--- config.mk ---
export PLATFORM = sky130hd
export DESIGN_NAME = io_out_port
export DESIGN_NICKNAME = d
export VERILOG_FILES = /design/src/rtl/io_out_port.sv
export SDC_FILE = /design/constraint.sdc
export NUM_CORES = 1
export LEC_CHECK = 0
export BUFFER_PORTS_ARGS = -buffer_cell sky130_fd_sc_hd__buf_2
export CELL_PAD_IN_SITES_DETAIL_PLACEMENT = 0
export CELL_PAD_IN_SITES_GLOBAL_PLACEMENT = 2
export CORE_MARGIN = 2
export CORE_UTILIZATION = 39
export DETAILED_ROUTE_END_ITERATION = 7
export PLACE_DENSITY_LB_ADDON = 0.25
export SYNTH_ARGS = -nofsm -noshare
export SYNTH_HDL_FRONTEND = slang
export SYNTH_SLANG_ARGS = --single-unit
--- constraint.sdc ---
create_clock -name clk -period 2.5 [get_ports clk]
set_input_delay 0.25 -clock clk [delete_from_list [all_inputs] [get_ports clk]]
set_output_delay 0.25 -clock clk [all_outputs]
set_load 0.1 [all_outputs]
--- src/rtl/io_out_port.sv ---
// General-output IO port: captures CPU bus bytes on c_go into a small FIFO and
// hands them to an external consumer over valid/ready, with sticky overflow status.
module io_out_port #(
    parameter  int WIDTH = 8,
    parameter  int DEPTH = 4,
    localparam int CW    = $clog2(DEPTH + 1)
) (
    input  logic             clk,
    input  logic             rst,
    input  logic             c_go,
    input  logic [WIDTH-1:0] bus_in,
    output logic [WIDTH-1:0] out_data,
    output logic             out_valid,
    input  logic             out_ready,
    output logic             io_full,
    output logic             io_empty,
    output logic [CW-1:0]    io_count,
    output logic             io_overflow,
    input  logic             ovf_clr
);

    localparam int AW = $clog2(DEPTH);

    logic [WIDTH-1:0] r_mem [DEPTH];
    logic [AW-1:0]    r_wr_ptr;
    logic [AW-1:0]    r_rd_ptr;
    logic [CW-1:0]    r_count;
    logic             r_overflow;

    logic w_valid;
    logic w_full;
    logic w_pop;
    logic w_push;
    logic w_drop;

    assign w_valid = (r_count != '0);
    assign w_full  = (r_count == CW'(DEPTH));
    assign w_pop   = w_valid & out_ready;
    // A write at full is still accepted when the head leaves in the same cycle.
    assign w_push  = c_go & (~w_full | w_pop);
    assign w_drop  = c_go & w_full & ~w_pop;

    always_ff @(posedge clk) begin
        if (rst) begin
            r_wr_ptr   <= '0;
            r_rd_ptr   <= '0;
            r_count    <= '0;
            r_overflow <= 1'b0;
        end else begin
            if (w_push)
                r_wr_ptr <= r_wr_ptr + 1'b1;
            if (w_pop)
                r_rd_ptr <= r_rd_ptr + 1'b1;
            if (w_push && !w_pop)
                r_count <= r_count + 1'b1;
            else if (w_pop && !w_push)
                r_count <= r_count - 1'b1;
            if (w_drop)
                r_overflow <= 1'b1;
            else if (ovf_clr)
                r_overflow <= 1'b0;
        end
    end

    // Storage is not reset; pointers and count define which entries are live.
    always_ff @(posedge clk) begin
        if (!rst && w_push)
            r_mem[r_wr_ptr] <= bus_in;
    end

    assign out_valid   = w_valid;
    assign out_data    = w_valid ? r_mem[r_rd_ptr] : '0;
    assign io_full     = w_full;
    assign io_empty    = ~w_valid;
    assign io_count    = r_count;
    assign io_overflow = r_overflow;

endmodule

==> results of run 1 <==
## critical path, cell delays in order (launching register included)
cell and delay, ns:
dfxtp_2 0.38, or3b_4 0.41, o21ai_4 0.19, inv_2 0.08, ha_1 0.21, inv_1 0.07, fa_1 0.18, xor2_1 0.07
or3_2 0.41, a21oi_1 0.15
## synthesized netlist by cell type
cell	number
o31ai_1	1
or3_1	1
or3_2	1
ha_1	5
inv_1	5
nor3b_1	4
nand2b_1	3
nor2b_1	8
inv_2	1
nand3b_1	1
edfxtp_1	32
dfxtp_1	10
a21oi_1	3
o21ai_0	2
nor3_1	1
mux2i_1	2
mux2_4	1
buf_2	1
o21ai_4	1
fa_1	1
mux4_2	8
xor2_1	3
nor2_1	6
or3b_4	1
clkbuf_1	3
nand2_1	1
## state kept, by name, indices dropped and copies added (netlist names), named ones only
register and cells:
r_wr_ptr 2, io_count 3, r_mem 32, r_rd_ptr 2, io_overflow 1
## per-stage QoR
stage	hold WS, ns	TNS, ns	cells
3_5_place_dp	0.457	0	187
6_report	0.167	0	195
5_1_grt	0.161	0	195
3_3_place_gp	0.451	0	187
2_1_floorplan	0.349	-0.567	106
4_1_cts	0.162	0	195
## routing by layer
metal | up-vias | routed length, um
li1 | 462 | -
met1 | 466 | 1270
met2 | 18 | 1470
met3 | 6 | 127
met4 | 0 | 65
met5 | - | 0
## final cells by class
| cell class | instances | share of cell area (%) |
|---|---|---|
| clock inverter | 2 | 0.662 |
| clock buffer | 6 | 3.49 |
| multi-input combinational | 54 | 27.0 |
| inverter | 6 | 1.08 |
| tap | 52 | 3.13 |
| sequential | 42 | 56.0 |
| timing repair buffer | 33 | 8.66 |
## how the worst max path moves through the flow
stage                            from          end  slack, ns  cells past startpoint
after floorplan           io_count[0]  out_data[0]      -0.07                      3
after global placement    io_count[0]  io_count[2]       0.37                      9
after detailed placement  io_count[0]  io_count[2]       0.29                      7
after CTS                 io_count[2]  io_count[2]       0.27                      9
after global routing      io_count[2]  io_count[2]       0.11                      9
final                     io_count[2]  io_count[2]       0.28                      9
## kinds of logic (layout without fill, tap and decap cells)
logic type      count (synthesis)  after routing  synth area share [%]
compound gates                  7              7                  2.81
xor+xnor                        3              3                  1.51
fa+ha+maj                       6              6                  4.76
buf+inv                        10             47                  2.23
flops                          42             42                  66.9
mux                            11             11                  12.4
simple gates                   27             27                  9.37
==> key figures, run 1 <==
Timing
  • Slew HR: 30.3%
  • Slew Viols, Final: 0
  • Hold Fails Final Rpt: 0
  • Max Fclk: 451 MHz
  • Final setup viols: 0
  • RSZ-0062 raised after global routing: no
  • Slew @ Worst Pin: around 1.0 ns
  • Worst clock skew: about 0.0032 ns
  • Setup ws final: 0.284 ns
  • Tcrit/Tclk final: between 80% and 90%
  • Minimum clock period: between 2 and 2.5 ns

Synthesis
  • Netlist cell types: 26
  • Syn_area_per_cell: between 15 and 20 um^2
  • Post-synth net total: 125
  • Synth area leaders: edfxtp_1, dfxtp_1, mux4_2, ha_1, nor2b_1
  • Synth Instances: 106
  • Top cell type's share of synthesized area: roughly 55%
  • Cell Area, Synth: 1740 um^2
  • Yosys reg bits: 42
  • Ys Warns: 0
  • Sequential area share after synthesis: 66.9%
  • Dominant cell type by area after synthesis: edfxtp_1

Floorplan
  • Site row count: 24
  • Die area: around 5000 um^2
  • Initial Utilization: 40.1%
  • Die Span Y: 70.7 um
  • Core area: 4320 um^2
  • Boundary Pins: 28
  • Die W: 70.7 um

Cells and area
  • FF/Latch Area: between 1000 and 1500 um^2
  • Fin area: 2080 um^2
  • Most frequent cells in the layout: edfxtp_1, buf_2, mux4_2, nor2b_2, dfxtp_1
  • Fin nets: around 160
  • Multi-input logic area: 561 um^2
  • Number of diodes: 0
  • Filler cell count in the final layout: 387
  • Area added between synthesis and finish: 19.8%
  • Most common cell after layout, fill and taps aside: edfxtp_1
  • Finished Core Util: 48.1%
  • Layout cell share with drive strength beyond 1: 45.5%

Setup path
  • Worst Path Max Fanout: 6
  • CP Capture Type: register
  • Cell depth of the worst flop-to-flop path: 9
  • WP data arrival: roughly 2.4 ns
  • Setup Crit Path Kind: register to register
  • Reg-to-Reg End: io_count[2]
  • Required @ worst endpoint: about 2.7 ns
  • Startpoint types: register
  • R2r setup slk: 0.28 ns
  • R2R Path Start: io_count[2]

Drt
  • DR DRC count: 0
  • Post-Route WL: about 3000 um
  • DRT iter0 DRCs: 37
  • Vias: roughly 950
  • Drt wl/cell: ~15 um
  • Avg Vias per Cell: between 4 and 5
  • Antenna Nets Post-Route: 0
  • Length of the first detailed-routing pass in iterations: 4

Clocking
  • Clk buf depth: 2
  • Reg clk slew, reported paths: about 0.08 ns
  • Setup bufs post-CTS: 0
  • Clock root buffer: clkbuf_8
  • H-tree depth: 2
  • Clk sink count: 42
  • Clk Latency, worst-skew pair: 0.29 ns
  • Post-CTS sizing: 0
  • CTS tree: done
  • Num CTS Buffers: 5
  • CTS Hold Bufs: 0

Global route
  • Vias in the first global route: 970
  • Routing usage on met1: 14.5%
  • Tot GR Track Use: 12.8%
  • Initial antenna violation count: 0
  • First-pass GRT wire length: around 4700 um
  • Pin count of the biggest net entering global routing: 16
  • Grt ovf: 0
  • Met3 usage: 4.70%
  • Most crowded layer after global routing: met2
  • Met2 Track Usage GR: 21.5%

Placement
  • Port bufs: 27
  • DP Worst Slack: roughly 0.29 ns
  • Gpl congestion: 0.709
  • Hpwl dp: 2040 um
  • Placed instance area: between 1500 and 2000 um^2

Min path
  • Hold worst-path end: r_mem[2][4]
  • Min-Delay Path Depth: 1
  • Worst hold path type: input pin to register
  • Hold Path Origin: bus_in[4]

Run status
  • Status: completed

Run
  • MaxCap Viol Count: 0
Power of run 1 is left out: the tool's default activity adds up to more than one toggle a clock period on the data nets, which glitch-free logic cannot reach.
==> run 2: changes to the inputs <==
==> constraint.sdc (replaced) <==
create_clock -name clk -period 2.5 [get_ports clk]
set_input_delay 0.625 -clock clk [delete_from_list [all_inputs] [get_ports clk]]
set_output_delay 0.625 -clock clk [all_outputs]
set_load 0.1 [all_outputs]
==> run 2 against run 1 <==
  * Global-route usage about the same
  * Critical endpoint is now out_data[5]
  * Die area unchanged
  * Worst hold slack better by 0.30 ns
  * Clock skew up 0.0024 ns
  * Flip-flop and latch count unchanged
  * Highest routed layer unchanged
==> key figures, run 2 (synthesis gave the netlist of run 1 again) <==
Cells and area
  • Finished Core Util: 49.7%
  • Fin area: 2150 um^2
  • Fin nets: 161
  • Final cell count without fillers: 195
  • Largest register FFs: 32
  • Area added between synthesis and finish: 23.7%
  • Most frequent cells in the layout: edfxtp_1, buf_2, mux4_2, nor2b_4
  • Layout cell share with drive strength beyond 1: 46.2%
  • Most common cell after layout, fill and taps aside: edfxtp_1
  • Most flops, register: r_mem
  • Number of diodes: 0

Clocking
  • Clk Latency, worst-skew pair: 0.28 ns
  • Clk sink count: 42
  • Reg clk slew, reported paths: 0.07 ns
  • Clk buf depth: 2
  • CTS tree: done
  • H-tree depth: 2
  • Clock root buffer: clkbuf_8
  • CTS Hold Bufs: 0
  • Num CTS Buffers: 5

Setup path
  • CP Capture Type: primary output
  • Startpoint types: register
  • R2r setup slk: roughly 0.27 ns
  • Setup Crit Path Kind: register to primary output
  • Reg-to-Reg End: io_count[2]
  • WP data arrival: 1.75 ns
  • R2R Path Start: io_count[2]
  • Required @ worst endpoint: 1.88 ns
  • Cell depth of the worst flop-to-flop path: 9
  • Worst Path Max Fanout: 6

Run
  • MaxCap Viol Count: 0

Drt
  • DRT iter0 DRCs: 74
  • DR DRC count: 0
  • Drt wl/cell: 14.8 um
  • Avg Vias per Cell: 4.85
  • Length of the first detailed-routing pass in iterations: 4
  • Post-Route WL: 2880 um
  • Vias: 945
  • Antenna Nets Post-Route: 0

Timing
  • Worst clock skew: 0.00565 ns
  • Hold Fails Final Rpt: 0
  • Slew @ Worst Pin: 0.487 ns
  • Max Fclk: 421 MHz
  • Slew HR: 67.7%
  • Setup TNS: 0 ns
  • Minimum clock period: about 2.4 ns
  • Slew Viols, Final: 0
  • RSZ-0062 raised after global routing: no
  • Tcrit/Tclk final: 95.1%
  • Final setup viols: 0

Global route
  • First-pass GRT wire length: 4710 um
  • Pin count of the biggest net entering global routing: 16
  • Grt ovf: 0
  • Vias in the first global route: 1,008
  • Initial antenna violation count: 0
  • Tot GR Track Use: 12.9%

Min path
  • Worst hold path type: register to register
  • Hold worst-path end: io_overflow
  • Min-Delay Path Depth: 2
  • Hold Path Origin: io_overflow

Placement
  • Placed instance area: 2060 um^2
  • Hpwl dp: 2090 um
  • Gpl congestion: 0.702
  • Port bufs: 27
  • Placed insts: approximately 190

Floorplan
  • Core area: 4320 um^2
  • Die Span Y: 70.7 um
  • Initial Utilization: 40.1%
  • Die area: roughly 5000 um^2
  • Die W: 70.7 um
  • Site row count: 24
  • Boundary Pins: 28

Run status
  • Status: completed
==> run 2: timing repair <==
| action | 4_1_cts | 5_1_grt |
|---|---|---|
| endpoints found under the setup margin | 0 | 6 |
| setup buffers | 0 | 0 |
| gates resized for setup | 0 | 1 |
==> run 2: critical path, cell delays in order, from the launching register on <==
cell and delay, ns:
dfxtp_2 0.39, buf_12 0.14, mux4_2 0.50, nor2b_4 0.14, buf_2 0.29
==> run 2: per-stage QoR <==
step | setup WS, ns | hold slack (ns)
3_3_place_gp | 0.211 | 0.456
2_1_floorplan | 0.0394 | 0.459
3_5_place_dp | 0.150 | 0.463
5_1_grt | 0.0548 | 0.508
4_1_cts | 0.0128 | 0.474
6_report | 0.124 | 0.465
==> run 2: worst max path at each step <==
| stage | startpoint | end |
|---|---|---|
| CTS | register | out_data[5] |
| global route | register | out_data[5] |
| finish | register | out_data[5] |
| floorplan | io_count[2] | io_count[2] |
| detailed placement | out_ready | io_count[2] |
| global placement | out_ready | io_count[2] |
==> run 2: layer usage <==
| layer | wire length [um] | vias to the layer above | global-route usage, % | part of all wire [%] |
|---|---|---|---|---|
| met2 | 1500 | 20 | 22.6 | 52 |
| met5 | 0 | - | 0 | 0 |
| met3 | 131 | 4 | 4.42 | 4.6 |
| li1 | - | 460 | - | - |
| met4 | 33 | 0 | 3.77 | 1.1 |
| met1 | 1210 | 461 | 14.9 | 42 |
==> run 2: final cells by class <==
class | count | area (um^2)
timing repair buffer | 33 | 208
inverter | 6 | 26.3
clock inverter | 2 | 8.76
clock buffer | 6 | 72.6
multi-input combinational | 54 | 601
tap | 52 | 65.1
sequential | 42 | 1170
fill | 396 | 2180
Power of run 2 is left out for the same reason.
==> run 3: changes to the inputs <==
--- a/config.mk
+++ b/config.mk
@@ -12,6 +12,7 @@
 export CORE_UTILIZATION = 39
 export DETAILED_ROUTE_END_ITERATION = 7
 export PLACE_DENSITY_LB_ADDON = 0.25
+export REMOVE_ABC_BUFFERS = 1
 export SYNTH_ARGS = -nofsm -noshare
 export SYNTH_HDL_FRONTEND = slang
 export SYNTH_SLANG_ARGS = --single-unit
==> run 3 against run 2 <==
  * Cell count unchanged
  * Routed wire length down 1.9%
  * Cell area down 2.9%
  * Non-clock buffer count unchanged
  * Critical path depth unchanged
  * Via count up 2.5%
  * Flip-flop and latch count unchanged
  * Global-route usage down 0.080 points
  * Critical endpoint is now out_data[6]
==> key figures, run 3 (synthesis gave the netlist of run 1 again) <==
Run status
  • Status: completed

Global route
  • Tot GR Track Use: 12.8%
  • Vias in the first global route: about 1,000
  • Grt ovf: 0
  • Initial antenna violation count: 0
  • First-pass GRT wire length: 4890 um
  • Pin count of the biggest net entering global routing: 16

Cells and area
  • Filler cell count in the final layout: 392
  • Most flops, register: r_mem
  • Most frequent cells in the layout: edfxtp_1, buf_2, dfxtp_1
  • Finished Core Util: about half
  • Layout cell share with drive strength beyond 1: 38.5%
  • Largest register FFs: 32
  • Most common cell after layout, fill and taps aside: edfxtp_1
  • FF/Latch Area: 1160 um^2
  • Area added between synthesis and finish: 20.2%
  • Multi-input logic area: 536 um^2
  • Number of diodes: 0
  • Fin nets: 161

Placement
  • Port bufs: 27
  • Hpwl dp: 1990 um
  • Gpl congestion: between 0.6 and 0.7
  • DP Worst Slack: 0.113 ns

Min path
  • Min-Delay Path Depth: 2
  • Worst hold path type: register to register
  • Hold Path Origin: io_overflow
  • Hold worst-path end: io_overflow

Setup path
  • WP data arrival: 1.76 ns
  • Cell depth of the worst flop-to-flop path: 9
  • CP Capture Type: primary output
  • R2r setup slk: 0.20 ns
  • Worst Path Max Fanout: 6
  • Setup Crit Path Kind: register to primary output
  • Required @ worst endpoint: 1.88 ns
  • Startpoint types: register
  • Reg-to-Reg End: io_count[2]
  • R2R Path Start: io_count[0]

Timing
  • Tcrit/Tclk final: 95.3%
  • RSZ-0062 raised after global routing: no
  • Slew HR: 67.6%
  • Final setup viols: 0
  • Fin Hold WS: between 0.4 and 0.5 ns
  • Max Fclk: 420 MHz
  • Slew Viols, Final: 0
  • Minimum clock period: 2.38 ns
  • Hold Fails Final Rpt: 0
  • Slew @ Worst Pin: 0.489 ns
  • Setup ws final: 0.119 ns
  • Worst clock skew: approximately 0.0048 ns

Clocking
  • Post-CTS sizing: 0
  • H-tree depth: 2
  • CTS tree: done
  • Clock root buffer: clkbuf_8
  • Num CTS Buffers: 5
  • Clk sink count: 42
  • Clk buf depth: 2
  • Setup bufs post-CTS: 0
  • CTS Hold Bufs: 0
  • Clk Latency, worst-skew pair: between 0.2 and 0.3 ns
  • Reg clk slew, reported paths: 0.07 ns

Drt
  • Length of the first detailed-routing pass in iterations: 6
  • Antenna Nets Post-Route: 0
  • DR DRC count: 0
  • Avg Vias per Cell: a little under 5
  • Vias: 969
  • DRT iter0 DRCs: 80
  • Post-Route WL: around 2800 um
  • Drt wl/cell: about 14 um

Floorplan
  • Site row count: 24
  • Boundary Pins: 28
  • Core area: 4320 um^2
  • Die area: 5000 um^2
  • Initial Utilization: 40.1%
  • Die Span Y: 70.7 um
  • Die W: 70.7 um

Run
  • MaxCap Viol Count: 0
==> run 3: cell count changes in the layout (fill, tap and decap cells not counted), moves of 3 or more <==
cell and delta:
dfxtp_2 -3, nor2b_4 -8, dfxtp_1 +3, nor2b_1 +8
==> run 3: per-stage QoR <==
stage               std cells  TNS [ns]  cell area (um^2)
floorplan                 102    -32.49              1720
global placement          187         0              1990
detailed placement        187         0              1990
CTS                       195         0              2080
global route              195         0              2090
finish                    195         0              2090
==> run 3: cell type report <==
cell class | instances | share of cell area [%]
Clock inverter | 3 | 1.14
Timing Repair Buffer | 33 | 9.96
Inverter | 6 | 1.08
Clock buffer | 5 | 3.30
Multi-Input combinational cell | 54 | 25.7
Tap cell | 52 | 3.12
Sequential cell | 42 | 55.7
==> run 3: worst max-delay path by stage <==
stage	from	endpoint	slack [ns]	cells after the start
2_1_floorplan	io_count[0]	out_data[0]	-3.02	2
3_3_place_gp	out_ready	io_count[2]	0.22	8
3_5_place_dp	out_ready	io_count[2]	0.11	9
5_1_grt	register	out_data[6]	0.02	3
6_report	register	out_data[6]	0.12	4
4_1_cts	register	out_data[6]	0.01	4
==> run 3: critical path: stages, from the launching register on <==
cell and delay (ns):
dfxtp_2 0.39, buf_12 0.14, mux4_2 0.50, nor2b_1 0.15, buf_2 0.29
==> run 3: per-layer routing <==
layer | GRT usage [%] | vias up | part of all wire [%] | routed length [um]
met3 | 4.42 | 2 | 3.9 | 110
met1 | 15.7 | 481 | 44 | 1240
li1 | - | 465 | - | -
met2 | 22.0 | 21 | 52 | 1470
met5 | 0 | - | 0 | 0
met4 | 2.52 | 0 | 0.42 | 12
Power of run 3 is left out for the same reason.
